$ cat src/rtl/ram_arbiter.sv
// ram_arbiter: shares one data RAM port between the CPU data port (m0) and a
// DMA/debug loader (m1). Each access takes three cycles: a grant cycle in
// IDLE, one ACCESS cycle with the RAM enabled, and one RESPOND cycle with
// the ack pulse.
//
// Ports:
//   clock, reset        system clock, synchronous active-high reset
//   m0_* / m1_*         requester fields in; read_data/ack out; m0_stall out
//   ram_*               registered RAM bus out; ram_read_data in
//
// state   | meaning
// --------+-----------------------------------------------------------
// IDLE    | waiting for a request; arbitration happens here
// ACCESS  | RAM enabled with the granted fields; read data captured
// RESPOND | granted ack high; requests ignored so none is double-served
module ram_arbiter #(
  parameter int ADDR_WIDTH     = 32,
  parameter int DATA_WIDTH     = 32,
  parameter int SEL_WIDTH      = 4,
  parameter int FIXED_PRIORITY = 0
) (
  input  logic                  clock,
  input  logic                  reset,
  input  logic                  m0_req,
  input  logic                  m0_operation,
  input  logic [ADDR_WIDTH-1:0] m0_addr,
  input  logic [SEL_WIDTH-1:0]  m0_select_signal,
  input  logic [DATA_WIDTH-1:0] m0_write_data,
  output logic [DATA_WIDTH-1:0] m0_read_data,
  output logic                  m0_ack,
  output logic                  m0_stall,
  input  logic                  m1_req,
  input  logic                  m1_operation,
  input  logic [ADDR_WIDTH-1:0] m1_addr,
  input  logic [SEL_WIDTH-1:0]  m1_select_signal,
  input  logic [DATA_WIDTH-1:0] m1_write_data,
  output logic [DATA_WIDTH-1:0] m1_read_data,
  output logic                  m1_ack,
  output logic                  ram_chip_enable,
  output logic                  ram_operation,
  output logic [ADDR_WIDTH-1:0] ram_addr,
  output logic [SEL_WIDTH-1:0]  ram_select_signal,
  output logic [DATA_WIDTH-1:0] ram_write_data,
  input  logic [DATA_WIDTH-1:0] ram_read_data
);

  typedef enum logic [1:0] {S_IDLE, S_ACCESS, S_RESPOND} state_t;

  state_t                state_q, state_d;
  logic                  grant_q, grant_d;          // 1 = m1 owns the access
  logic                  last_grant_q, last_grant_d;
  logic                  ce_q, ce_d;
  logic                  op_q, op_d;
  logic [ADDR_WIDTH-1:0] addr_q, addr_d;
  logic [SEL_WIDTH-1:0]  sel_q, sel_d;
  logic [DATA_WIDTH-1:0] wdata_q, wdata_d;
  logic                  m0_ack_q, m0_ack_d;
  logic                  m1_ack_q, m1_ack_d;
  logic [DATA_WIDTH-1:0] m0_rdata_q, m0_rdata_d;
  logic [DATA_WIDTH-1:0] m1_rdata_q, m1_rdata_d;
  logic                  pick_m1;

  // State register and all datapath flops.
  always_ff @(posedge clock) begin
    if (reset) begin
      state_q      <= S_IDLE;
      grant_q      <= 1'b0;
      last_grant_q <= 1'b1;  // m0 wins the first round-robin tie
      ce_q         <= 1'b0;
      op_q         <= 1'b0;
      addr_q       <= '0;
      sel_q        <= '0;
      wdata_q      <= '0;
      m0_ack_q     <= 1'b0;
      m1_ack_q     <= 1'b0;
      m0_rdata_q   <= '0;
      m1_rdata_q   <= '0;
    end else begin
      state_q      <= state_d;
      grant_q      <= grant_d;
      last_grant_q <= last_grant_d;
      ce_q         <= ce_d;
      op_q         <= op_d;
      addr_q       <= addr_d;
      sel_q        <= sel_d;
      wdata_q      <= wdata_d;
      m0_ack_q     <= m0_ack_d;
      m1_ack_q     <= m1_ack_d;
      m0_rdata_q   <= m0_rdata_d;
      m1_rdata_q   <= m1_rdata_d;
    end
  end

  // Next-state logic.
  always_comb begin
    state_d = state_q;
    case (state_q)
      S_IDLE:    if (m0_req || m1_req) state_d = S_ACCESS;
      S_ACCESS:  state_d = S_RESPOND;
      S_RESPOND: state_d = S_IDLE;
      default:   state_d = S_IDLE;
    endcase
  end

  // On a tie, round-robin grants whoever did not win last time.
  always_comb begin
    if (m0_req && m1_req) begin
      pick_m1 = (FIXED_PRIORITY != 0) ? 1'b0 : ~last_grant_q;
    end else begin
      pick_m1 = m1_req;
    end
  end

  // Output / datapath logic. Bus fields hold between accesses; only the
  // enable and the acks fall back to zero.
  always_comb begin
    grant_d      = grant_q;
    last_grant_d = last_grant_q;
    ce_d         = 1'b0;
    op_d         = op_q;
    addr_d       = addr_q;
    sel_d        = sel_q;
    wdata_d      = wdata_q;
    m0_ack_d     = 1'b0;
    m1_ack_d     = 1'b0;
    m0_rdata_d   = m0_rdata_q;
    m1_rdata_d   = m1_rdata_q;
    case (state_q)
      S_IDLE: begin
        if (m0_req || m1_req) begin
          grant_d      = pick_m1;
          last_grant_d = pick_m1;
          ce_d         = 1'b1;
          op_d         = pick_m1 ? m1_operation     : m0_operation;
          addr_d       = pick_m1 ? m1_addr          : m0_addr;
          sel_d        = pick_m1 ? m1_select_signal : m0_select_signal;
          wdata_d      = pick_m1 ? m1_write_data    : m0_write_data;
        end
      end
      S_ACCESS: begin
        if (!op_q) begin
          if (grant_q) m1_rdata_d = ram_read_data;
          else         m0_rdata_d = ram_read_data;
        end
        if (grant_q) m1_ack_d = 1'b1;
        else         m0_ack_d = 1'b1;
      end
      default: ;
    endcase
  end

  assign ram_chip_enable   = ce_q;
  assign ram_operation     = op_q;
  assign ram_addr          = addr_q;
  assign ram_select_signal = sel_q;
  assign ram_write_data    = wdata_q;
  assign m0_ack            = m0_ack_q;
  assign m1_ack            = m1_ack_q;
  assign m0_read_data      = m0_rdata_q;
  assign m1_read_data      = m1_rdata_q;
  assign m0_stall          = m0_req & ~m0_ack_q;

endmodule

$ cat config.mk
export PLATFORM = sky130hd
export DESIGN_NAME = ram_arbiter
export DESIGN_NICKNAME = d
export VERILOG_FILES = /design/src/rtl/ram_arbiter.sv
export SDC_FILE = /design/constraint.sdc
export NUM_CORES = 1
export LEC_CHECK = 0
export CELL_PAD_IN_SITES_DETAIL_PLACEMENT = 0
export CELL_PAD_IN_SITES_GLOBAL_PLACEMENT = 2
export CORE_UTILIZATION = 19
export CTS_CLUSTER_SIZE = 10
export DETAILED_ROUTE_END_ITERATION = 7
export PLACE_DENSITY_LB_ADDON = 0.1
export SYNTH_ARGS = -nofsm -noshare
export SYNTH_HDL_FRONTEND = slang
export SYNTH_SLANG_ARGS = --single-unit
$ cat constraint.sdc
create_clock -name clock -period 1.6 [get_ports clock]
set_clock_uncertainty 0.15 [all_clocks]
set_input_delay 0.24 -clock clock [delete_from_list [all_inputs] [get_ports clock]]
set_output_delay 0.24 -clock clock [all_outputs]
set_load 0.1 [all_outputs]
==> results.md <==
- Routed length per placed instance: 17.9 µm
- Max Cap Violations: 0
- Global route hottest layer: met2
- Synthesis-to-finish area growth: 96.8%
- Sequential fraction of the synthesis area: 46.6%
- Clock root buffer: clkbuf_16
- Peak Freq: 650 MHz
- Violated checks: design-rule violations
- Average instance area after synthesis: 8.60 µm²
- Master of the slowest instance on the critical path: or4b_1
- Final max-slew violation count: 0
- Largest delay contributor family on the critical path: simple AND/OR/NAND/NOR gates
- CTS tree: done
- Aggregate global routing overflow: 0
- Chain of cells forming the critical path: or4b_1 -> buf_12 -> nand2_1 -> a21oi_1
- Number of distinct library cells after synthesis: 24
- Number of buffers added by the clock tree synthesis step: 17
- Number of port buffers: 310
- Multi-input gate area in the final layout: 2910 µm²
- Largest net degree at the start of global routing: 50
- Number of buffers and inverters on the critical path: 1
- Vias in the first global route: 6161
- Total clock sinks: 140
- Synthesized Nets: 873
- Critical path arrival: 1.68 ns
- Worst slew margin relative to its limit: 76.2%
- FILL cells: 3081
- Sequential cell area: 2810 µm²
- Effective utilization at floorplan: 19.5%
- Most common cell after layout, fill and taps aside: nand2_1
- Ratio of cells with drive above 1 in the final layout: 28.4%
- Cell leakage power: 4.34 nW
- Power per Cell Area: 1120 nW/µm²
- Peak supply drop: 676 µV
- Gr usage total: 15.2%
- Clock transition at path regs: 0.07 ns
- Number of DRC markers after the initial detailed-route iteration: 253
- Cell row count: 64
- Area of all placed cells without fillers: 11800 µm²
- Share of Yosys cell area claimed by the top area cell type: 46.6%
- Yosys synthesis warning count: 0
- Core region area: 30800 µm²
- Cell taking the most area after synthesis: dfxtp_1
- GPL Wtd Cong: 0.718
- RSZ-0062 raised after global routing: true
- Number of synthesized flops with an enable pin: 0
- Clk Latency, worst-skew pair: 0.41 ns
- CTS Hold Buffers Added: 0
- Antenna violation net count after detailed routing: 0
- Count of pins on the block boundary: 311
- Placed cell area: 11100 µm²
- Worst stage delay on the critical path: 0.57 ns
- Dominant register cell in the synthesized netlist: dfxtp_1
- Full die area: 32300 µm²
- Crit. End Element: flip-flop
- Post-route DRC: 16
- Worst min-delay path category: primary input to flip-flop
- H-tree levels: 4
- Highest fanout seen on the critical path: 32
- Instance count of the mapped netlist: 699
- Worst-case clock buffer depth: 2
- Pwr Total: 13.2 mW
- Net count, final: 1171
- Width of the chip: 180 µm
- Number of synthesized register bits: 140
- Global-route met3 utilization: 5.09%
- Run status: finished with violations
- Required @ worst endpoint: 1.75 ns
- Synth async-reset ratio: 0%
- Synthesized cell area: 6010 µm²
- Slew at the pin closest to its max-slew limit: 0.356 ns
- Met1 routing resource usage after global routing: 18.8%
- Main area contributors after synthesis: dfxtp_1 47%, a311oi_2 17%, nand2_1 17%
- Met2 routing resource usage after global routing: 25.1%
- Commonest cells after routing, fill and taps aside: 268 x nand2_1, 171 x clkdlybuf4s50_1, 153 x buf_12
- Total number of vias: 6063
- Worst flop-to-flop path startpoint: state_q[1]
- Start point of the worst hold path: reset
- Setup Viol. Count Final: 0
- Final Hold Violating Endpoints: 0
- Launching element type of the critical path: flip-flop
- Die Span Y: 180 µm
- Post-route clock period utilization: 96.2%
- Number of search-and-repair iterations in the first detailed-routing pass: 6
- Minimum period implied by the final worst setup slack: 1.54 ns
- Global-route wire length before repair: 38100 µm
- Setup crit start: state_q[1]
- Critical path start-end classification: flip-flop to flip-flop
- Vias per cell: 4.31
- Antenna violations before repair: 4
- Total detailed-routing wirelength: 25200 µm
- Sum of net half-perimeters after detailed placement: 17400 µm
==> metrics by stage <==
stage	utilization, %	setup WS, ns	hold slack (ns)	cells	TNS [ns]
floorplan	-	-0.0284	0.226	699	-0.746
global placement	36.2	-0.323	0.329	1371	-21.38
detailed placement	36.2	-0.346	0.334	1371	-23.16
CTS	38.1	0.0117	0.00476	1403	0
global route	38.4	-0.0164	0.0147	1407	-0.0629
finish	38.4	0.0615	0.0262	1407	0
==> per-layer routing <==
metal  part of all wire (%)  wire, µm  up-vias
met1                     43     10900     2848
li1                       -         -     3026
met2                     48     12100      173
met4                   0.95       239        2
met5                  0.067        17        -
met3                    7.6      1910       14
==> worst paths after layout <==
kind                                          to  slack (ns)  cells past startpoint
worst max-delay path            m0_read_data[21]        0.06                      4
worst min-delay path            m0_read_data[11]        0.03                      2
worst max register to register  m0_read_data[21]        0.06                      4
worst min register to register  m1_read_data[13]        0.34                      2
==> cell type report <==
cell class / count / share of cell area, %
Timing Repair Buffer: 348 / 42.4
Sequential cell: 140 / 23.8
Antenna cell: 1 / 0.0212
Clock inverter: 13 / 1.33
Clock buffer: 19 / 3.75
Multi-Input combinational cell: 490 / 24.6
Tap cell: 396 / 4.19
==> logic make-up after synthesis <==
logic type             after synthesis  share of synthesized area [%]
buffers and inverters               69                           5.79
AOI/OAI and AO/OA                  207                           29.0
and+or+nand+nor                    283                           18.6
DFF                                140                           46.6
==> timing repair <==
action / CTS / global route
buffers inserted: 0 / 1
setup endpoints to repair: 0 / 69
gates resized for setup: 0 / 6
==> synth_stat cells (2+ instances only) <==
cell type    n
a21bo_1      2
a21oi_1    134
a311oi_2    68
buf_2       11
buf_4        2
buf_6        9
clkbuf_1    46
dfxtp_1    140
nand2_1    268
nor2_1       2
nor2b_1      4
==> sequential cells by signal, indices dropped and copies added, names as in the netlist <==
signal	flops
grant_q	1
last_grant_q	1
m0_ack	1
m0_read_data	32
m1_ack	1
m1_read_data	32
ram_addr	32
ram_chip_enable	1
ram_operation	1
ram_select_signal	4
ram_write_data	32
state_q	2
==> where the power goes <==
part           switching (mW)  internal (mW)
clock network            1.76           2.38
logic                    3.03           1.94
registers               0.306           3.77
(Power assumes the default switching activity.)
